$ cat src/rtl/bist_adder_n.sv
// Built-in self-test wrapper around a fault-injectable ripple-carry adder.
// An exhaustive pattern sweep is scored against a golden adder, and the responses are compacted into a MISR.
module bist_adder_n #(
    parameter int unsigned      WIDTH     = 4,
    parameter int unsigned      PATTERNS  = 2**(2*WIDTH+1),
    parameter logic [WIDTH:0]   MISR_POLY = (WIDTH+1)'(3)
) (
    input  logic                 clk,
    input  logic                 rst_n,
    input  logic                 start,
    input  logic [WIDTH-1:0]     func_a,
    input  logic [WIDTH-1:0]     func_b,
    input  logic                 func_cin,
    input  logic [WIDTH-1:0]     sa0_a_mask,
    input  logic [WIDTH-1:0]     sa1_sum_mask,
    input  logic [WIDTH-1:0]     sa0_gen_mask,
    output logic [WIDTH-1:0]     func_sum,
    output logic                 func_cout,
    output logic                 busy,
    output logic                 done,
    output logic                 pass,
    output logic [2*WIDTH+1:0]   fail_count,
    output logic                 first_fail_valid,
    output logic [2*WIDTH:0]     first_fail_pattern,
    output logic [WIDTH:0]       signature
);

    localparam int unsigned PW = 2*WIDTH + 1;
    localparam int unsigned FW = 2*WIDTH + 2;
    localparam int unsigned SW = WIDTH + 1;
    localparam logic [PW-1:0] PAT_LAST = PW'(PATTERNS - 1);

    typedef enum logic [1:0] {
        S_IDLE = 2'd0,
        S_INIT = 2'd1,
        S_RUN  = 2'd2,
        S_DONE = 2'd3
    } state_t;

    state_t state;
    state_t state_d;

    logic [PW-1:0]    pat;
    logic [PW-1:0]    pat_d;
    logic [FW-1:0]    fail_d;
    logic             ffv_d;
    logic [PW-1:0]    ffp_d;
    logic [SW-1:0]    sig_d;
    logic             pass_d;
    logic             busy_d;
    logic             done_d;

    logic [WIDTH-1:0] cut_a;
    logic [WIDTH-1:0] cut_b;
    logic             cut_cin;
    logic [WIDTH-1:0] a1;
    logic [WIDTH-1:0] prop;
    logic [WIDTH-1:0] gen;
    logic [WIDTH-1:0] cut_sum;
    logic [WIDTH:0]   carry;
    logic [SW-1:0]    resp;
    logic [SW-1:0]    gold;
    logic             mismatch;
    logic [SW-1:0]    sig_shift;

    // CUT input mux: the pattern register only owns the adder while running
    always_comb begin : cut_mux
        cut_a   = func_a;
        cut_b   = func_b;
        cut_cin = func_cin;
        if (state == S_RUN) begin
            cut_a   = pat[WIDTH-1:0];
            cut_b   = pat[2*WIDTH-1:WIDTH];
            cut_cin = pat[2*WIDTH];
        end
    end

    // Gate-level ripple adder with stuck-at fault injection on a, sum and generate
    always_comb begin : cut
        a1       = '0;
        prop     = '0;
        gen      = '0;
        cut_sum  = '0;
        carry    = '0;
        carry[0] = cut_cin;
        for (int i = 0; i < int'(WIDTH); i++) begin
            a1[i]      = cut_a[i] & ~sa0_a_mask[i];
            prop[i]    = a1[i] ^ cut_b[i];
            cut_sum[i] = (prop[i] ^ carry[i]) | sa1_sum_mask[i];
            gen[i]     = (a1[i] & cut_b[i]) & ~sa0_gen_mask[i];
            carry[i+1] = (prop[i] & carry[i]) | gen[i];
        end
    end

    assign func_sum  = cut_sum;
    assign func_cout = carry[WIDTH];

    assign resp      = {carry[WIDTH], cut_sum};
    assign gold      = SW'(cut_a) + SW'(cut_b) + SW'(cut_cin);
    assign mismatch  = (resp != gold);
    assign sig_shift = {signature[WIDTH-1:0], 1'b0} ^ (signature[WIDTH] ? MISR_POLY : '0);

    always_ff @(posedge clk or negedge rst_n) begin : state_reg
        if (!rst_n) begin
            state <= S_IDLE;
        end else begin
            state <= state_d;
        end
    end

    always_comb begin : next_state
        state_d = state;
        case (state)
            S_IDLE:  if (start) state_d = S_INIT;
            S_INIT:  state_d = S_RUN;
            S_RUN:   if (pat == PAT_LAST) state_d = S_DONE;
            S_DONE:  if (start) state_d = S_INIT;
            default: state_d = S_IDLE;
        endcase
    end

    // Next values of the result registers; pass is resolved on the final RUN cycle
    always_comb begin : outputs
        pat_d  = pat;
        fail_d = fail_count;
        ffv_d  = first_fail_valid;
        ffp_d  = first_fail_pattern;
        sig_d  = signature;
        pass_d = pass;
        case (state)
            S_INIT: begin
                pat_d  = '0;
                fail_d = '0;
                ffv_d  = 1'b0;
                ffp_d  = '0;
                sig_d  = '0;
                pass_d = 1'b0;
            end
            S_RUN: begin
                sig_d = sig_shift ^ resp;
                if (mismatch) begin
                    if (fail_count != '1) begin
                        fail_d = fail_count + FW'(1);
                    end
                    if (!first_fail_valid) begin
                        ffv_d = 1'b1;
                        ffp_d = pat;
                    end
                end
                if (pat == PAT_LAST) begin
                    pass_d = (fail_d == '0);
                end else begin
                    pat_d = pat + PW'(1);
                end
            end
            default: ;
        endcase
        busy_d = (state_d == S_INIT) || (state_d == S_RUN);
        done_d = (state_d == S_DONE);
    end

    always_ff @(posedge clk or negedge rst_n) begin : result_reg
        if (!rst_n) begin
            pat                <= '0;
            fail_count         <= '0;
            first_fail_valid   <= 1'b0;
            first_fail_pattern <= '0;
            signature          <= '0;
            pass               <= 1'b0;
            busy               <= 1'b0;
            done               <= 1'b0;
        end else begin
            pat                <= pat_d;
            fail_count         <= fail_d;
            first_fail_valid   <= ffv_d;
            first_fail_pattern <= ffp_d;
            signature          <= sig_d;
            pass               <= pass_d;
            busy               <= busy_d;
            done               <= done_d;
        end
    end

endmodule

$ cat config.mk
export PLATFORM = sky130hd
export DESIGN_NAME = bist_adder_n
export DESIGN_NICKNAME = d
export VERILOG_FILES = /design/src/rtl/bist_adder_n.sv
export SDC_FILE = /design/constraint.sdc
export NUM_CORES = 1
export LEC_CHECK = 0
export CAP_MARGIN = 20
export CORE_UTILIZATION = 50
export CTS_CLUSTER_DIAMETER = 100
export DETAILED_ROUTE_END_ITERATION = 6
export HOLD_SLACK_MARGIN = 0.06
export PLACE_DENSITY = 0.81
export REMOVE_ABC_BUFFERS = 1
export SYNTH_ARGS = -nofsm -noshare
export SYNTH_HDL_FRONTEND = slang
export SYNTH_SLANG_ARGS = --single-unit
$ cat constraint.sdc
create_clock -name clk -period 5.21 [get_ports clk]
set_input_delay 0.7815 -clock clk [delete_from_list [all_inputs] [get_ports clk]]
set_output_delay 0.7815 -clock clk [all_outputs]
set_load 0.03 [all_outputs]
==> impl_metrics.yaml, run 1 <==
status:
  status: "finished clean"
floorplan:
  fp-row-count: 26
  die_w_um: 74.9
  die_height_um: 74.9
  start_util_pct: 52.0
  io_pins: 57
  die_area_mm2: 0.00561
  fp.coreArea_mm2: 0.00511
logic_synthesis:
  ys.flop_type: "dfrtp_1"
  async_flop_share_pct: 100
  yosys.area_share.simple_pct: 18.2
  syn_area_mm2: 0.00266
  synth_most_common_cell: "dfrtp_1"
  synth-compound-area-share_pct: 21.8
  synth.distinct_cells: 52
  synth_top_area_share_pct: 36.7
  synth_common_cells: "dfrtp_1, nor2_1, inv_1, o21ai_0, nand2_1"
  synthXorXnorAreaFrac_pct: 3.91
  syn_area_per_cell_um2: 8.49
  synth_edf_count: 0
  yosysWarnings: 0
  ys_ff_latch: 39
  synthAdderAreaFrac_pct: 9.51
  yosysSeqAreaShare_pct: 36.7
  yosys-top-cells-area: "dfrtp_1, ha_1, o21ai_0, nor2_1, inv_1"
  synth_top_family_by_area: "compound AO/OA/AOI/OAI gates"
  muxShareOfSynthArea_pct: 2.73
  synth_top_area_cell: "dfrtp_1"
  synth_cells: 313
clocking:
  clk_pin_slew_worst_paths_ns: 0.09
  root_buffer: "clkbuf_8"
  cts_resized: 0
  cts_made_buffers: 5
  clkSinkCount: 39
  clk_path_buf_depth: 2
  cts_tree: "yes"
  ctsHoldBuffers: 0
  post_cts_buffers: 0
  clk_latency_ns: 0.30
  cts-htree-levels: 2
sta:
  slew_violations: 0
  fin_ws_ns: 0.182
  setup_tns_ns: 0
  period_share_pct: 96.5
  setup_viol: 0
  worst_pin_slew_ns: 0.887
  fin_worst_skew_ns: 0.00826
  max_slew_margin_pct: 40.9
  rsz0062_at_grt: "false"
  fmax_mhz: 199
  finalCriticalPeriod_ns: 5.03
  hold_violations: 0
placement:
  portBuffers: 56
  dp_worst_setup_slack_ns: 0.120
  dp_hpwl_mm: 4.77
  gp_congestion: 0.915
grt:
  grtUsageTotal_pct: 26.1
  grt_pass1_vias: 2359
  grt_max_degree: 40
  grt_pass1_wl_mm: 10.9
  antenna_found_initial: 0
  overflow: 0
layout:
  largest_register_ffs: 10
  fill_cells: 449
  diodes: 0
  top_register: "fail_count"
  fin_nets: 406
  reg.largest.list: "fail_count: 10 flops, first_fail_pattern: 9 flops, pat: 9 flops"
  drive_gt1_share_pct: 7.42
  syn_to_final_growth_pct: 26.5
critical_path:
  crit_type: "in -> out"
  required_ns: 4.43
  crit_fanout: 4
  critPathBufInv: 3
  cp.arrival_ns: 4.25
  cp_slowest_cell: "clkdlybuf4s50_1"
  path_delay_family: "adder cells"
  cp_num_cells: 14
  r2r_cells: 20
  cpPeakStageDelay_ns: 0.60
  start_kind: "primary input"
  crit_top_cell: "ha_1"
  crit_chain: "clkdlybuf4s50_1 -> inv_1 -> o21ai_0 -> nor2b_1 -> ha_1 -> ha_1 -> a21o_1 -> ha_1 -> a21o_1 -> ha_1 -> a21o_1 -> ha_1 -> or2_2 -> clkdlybuf4s50_1"
  crit_path_end_kind: "primary output"
drt:
  drtIter0Drc: 192
  final_antenna_net_count: 0
  wl_per_cell_um: 15.1
  route.detailed.drc: 0
  wl_mm: 6.56
  viasPerCell: 5.69
  vias: 2471
  drt_pass1_iterations: 4
power_and_ir_drop:
  vdd_drop_max_v: 0.000279
  power_leakage_nw: 1.46
  p_per_area_mw_per_mm2: 517
hold_path:
  whs_path_depth: 2
  hold_class: "reg -> reg"
run:
  drv_cap: 0
worst paths after layout:
kind,startpoint,end,slack (ns)
max in group asynchronous,rst_n,fail_count[5],4.05
worst max-delay path,func_a[0],func_sum[3],0.18
worst min-delay path,first_fail_pattern[8],first_fail_pattern[8],0.51
worst max register to register,state[0],first_fail_pattern[1],0.51
worst min register to register,first_fail_pattern[8],first_fail_pattern[8],0.51
min in group asynchronous,rst_n,first_fail_pattern[8],0.59
metal layers:
layer / global-route usage [%] / vias to the layer above / routed length [µm]
met5: 0 / - / 0
met4: 10.3 / 0 / 74
met3: 5.09 / 8 / 496
met2: 41.8 / 86 / 3030
met1: 34.8 / 1181 / 2950
li1: - / 1196 / -
worst reg2reg max path, delay by kind of cell, from the launching register on:
kind / cells / cell delay, ns
AO/OA/AOI/OAI: 8 / 1.53
adder cells (fa/ha/maj): 6 / 1.50
buffers and inverters: 1 / 0.07
flip-flops: 1 / 0.40
multiplexers: 1 / 0.31
AND/OR/NAND/NOR: 4 / 0.78
logic make-up after synthesis:
kind of cell / after synthesis
AO/OA/AOI/OAI: 89
adder cells (fa/ha/maj): 19
buffers and inverters: 47
multiplexers: 7
XOR/XNOR: 11
AND/OR/NAND/NOR: 101
flip-flops: 39
final cells by class:
class                   count  area (µm²)  share of cell area [%]
inverters                  28         105                    3.13
repair buffers             62         601                    17.9
flip-flops and latches     39         976                    29.0
multi-input cells         227        1490                    44.4
clock inverters             2        16.3                   0.484
clock buffers               6        82.6                    2.46
well taps                  70        87.6                    2.61
per-stage QoR:
step | total power, mW | hold WS (ns) | std cells | util (%) | cell area, µm²
final | 1.74 | 0.509 | 434 | 65.8 | 3360
after global routing | 1.88 | 0.537 | 434 | 65.8 | 3360
after CTS | 1.74 | 0.513 | 434 | 65.8 | 3360
after detailed placement | 1.51 | 0.494 | 426 | 63.9 | 3260
after global placement | 1.47 | 0.486 | 426 | 63.9 | 3260
after floorplan | 1.16 | 0.480 | 294 | - | 2570
placed cells by master (no fill, tap or decap), types with 6 or more instances in the layout:
cell type | Yosys | layout
inv_1 | 28 | 28
xnor2_1 | 6 | 6
nor2_1 | 30 | 30
dfrtp_1 | 39 | 39
ha_1 | 17 | 17
nand2_1 | 26 | 26
buf_4 | 1 | 6
clkdlybuf4s50_1 | 0 | 55
nand3_1 | 10 | 10
a21oi_1 | 15 | 15
o21ai_0 | 28 | 28
clkbuf_8 | 0 | 6
o31ai_1 | 11 | 11
power by group:
part | internal [mW] | switching, mW
sequential | 0.365 | 0.0616
combinational | 0.420 | 0.666
clock | 0.108 | 0.118
No activity file was read; power rests on OpenSTA's default activity.
==> run 2, diff against run 1 <==
--- a/config.mk
+++ b/config.mk
@@ -9,8 +9,9 @@
 export CORE_UTILIZATION = 50
 export CTS_CLUSTER_DIAMETER = 100
 export DETAILED_ROUTE_END_ITERATION = 6
+export DONT_BUFFER_PORTS = 1
 export HOLD_SLACK_MARGIN = 0.06
-export PLACE_DENSITY = 0.81
+export PLACE_DENSITY = 0.67
 export REMOVE_ABC_BUFFERS = 1
 export SYNTH_ARGS = -nofsm -noshare
 export SYNTH_HDL_FRONTEND = slang
==> impl_metrics.yaml, run 2 (synthesized netlist as in run 1, its figures left out) <==
clocking:
  cts_tree: "yes"
  clk_latency_ns: 0.30
  cts_made_buffers: 5
  root_buffer: "clkbuf_8"
  cts_resized: 0
  cts-htree-levels: 2
  clk_path_buf_depth: 2
  post_cts_buffers: 0
  ctsHoldBuffers: 0
  clk_pin_slew_worst_paths_ns: 0.09
  clkSinkCount: 39
layout:
  largest_register_ffs: 10
  layout_commonest_cell: "dfrtp_1"
  diodes: 0
  final_core_util_pct: 54.9
  syn_to_final_growth_pct: 5.41
  reg.largest.list: "fail_count: 10 flops, first_fail_pattern: 9 flops, pat: 9 flops"
  fin_nets: 347
  drive_gt1_share_pct: 7.54
  layout_common_cells: "dfrtp_1, nor2_1, inv_1, o21ai_0, nand2_1"
  top_register: "fail_count"
sta:
  finalCriticalPeriod_ns: 4.79
  rsz0062_at_grt: "false"
  period_share_pct: 91.9
  slew_violations: 0
  fin_ws_ns: 0.421
  setup_tns_ns: 0
  setup_viol: 0
  max_slew_margin_pct: 63.3
  worst_pin_slew_ns: 0.551
  fmax_mhz: 209
  hold_violations: 0
  holdWs_ns: 0.164
  fin_worst_skew_ns: 0.00472
floorplan:
  io_pins: 57
  die_height_um: 74.9
  start_util_pct: 52.0
  die_area_mm2: 0.00561
  fp-row-count: 26
  die_w_um: 74.9
  fp.coreArea_mm2: 0.00511
drt:
  wl_per_cell_um: 16.4
  drtIter0Drc: 180
  final_antenna_net_count: 0
  wl_mm: 6.14
  route.detailed.drc: 0
  drt_pass1_iterations: 4
  vias: 2254
  viasPerCell: 6.01
grt:
  grt_pass1_vias: 2093
  overflow: 0
  grt_max_degree: 40
  antenna_found_initial: 0
  grt_pass1_wl_mm: 9.87
  grtUsageTotal_pct: 23.5
placement:
  dp_hpwl_mm: 4.59
  gp_congestion: 0.862
  portBuffers: 0
  dp_worst_setup_slack_ns: 0.389
critical_path:
  cp.arrival_ns: 4.98
  start_kind: "flop"
  crit_fanout: 17
  crit_path_end_kind: "flop"
  required_ns: 5.40
  crit_type: "reg -> reg"
run:
  drv_cap: 0
status:
  status: "finished clean"
power_and_ir_drop:
  vdd_drop_max_v: 0.000283
  power_leakage_nw: 1.24
  total_power_mw: 1.64
  p_per_area_mw_per_mm2: 585
hold_path:
  hold_class: "in -> async"
[run 2: cell types whose count changed in the layout (fill, tap and decap cells not counted), sizes merged]
cell | previous run | this run
inv | 28 | 29
bufinv | 0 | 1
clkinvlp | 1 | 0
clkdlybuf4s50 | 55 | 0
buf | 7 | 3
clkbuf | 6 | 5
[run 2: path summary, 6_finish.rpt]
check / startpoint / to / slack [ns] / cells after the start
worst max register to register: state[0] / first_fail_pattern[1] / 0.42 / 19
max in group asynchronous: rst_n / pat[1] / 4.96 / 0
worst max-delay path: state[0] / first_fail_pattern[1] / 0.42 / 19
worst min-delay path: rst_n / first_fail_pattern[0] / 0.16 / 0
worst min register to register: pat[5] / pat[5] / 0.55 / 1
min in group clk: pat[5] / pat[5] / 0.55 / 1
[run 2: critical path: stages (launching register included)]
cell and delay, ns:
dfrtp_1 0.37, inv_1 0.05, ha_1 0.29, o21ai_0 0.38, nor2b_1 0.19, ha_1 0.24
ha_1 0.19, a21o_1 0.15, ha_1 0.17, a21o_1 0.16, ha_1 0.17, a21o_1 0.16
ha_1 0.31, nor3_1 0.28, o221a_1 0.27, o2111ai_2 0.15, nor2_2 0.38, o21a_2 0.37
nor2_1 0.08, mux2_1 0.32
[run 2: cell type report]
cell class,instances,area (µm²)
fillers,490,2310
multi-input cells,227,1490
flip-flops and latches,39,976
inverters,28,105
well taps,70,87.6
clock buffers,5,68.8
clock inverters,3,47.5
repair buffers,3,22.5
[run 2: per-stage QoR]
stage	instances	area [µm²]
after global placement	367	2690
final	375	2800
after CTS	375	2800
after global routing	375	2800
after detailed placement	367	2690
after floorplan	294	2570
[run 2: layer usage]
layer | global-route usage [%] | vias up | wire length (µm)
met5 | 0 | - | 0
met4 | 7.76 | 0 | 44
met3 | 6.29 | 8 | 459
met2 | 37.1 | 87 | 2810
met1 | 31.3 | 1081 | 2830
li1 | - | 1078 | -
[run 2: power breakdown]
group / leakage, nW / internal (mW) / total (mW) / switching [mW]
logic: 0.660 / 0.315 / 0.867 / 0.552
clock network: 0.0587 / 0.145 / 0.268 / 0.123
registers: 0.526 / 0.364 / 0.505 / 0.141
total: 1.24 / 0.824 / 1.64 / 0.815
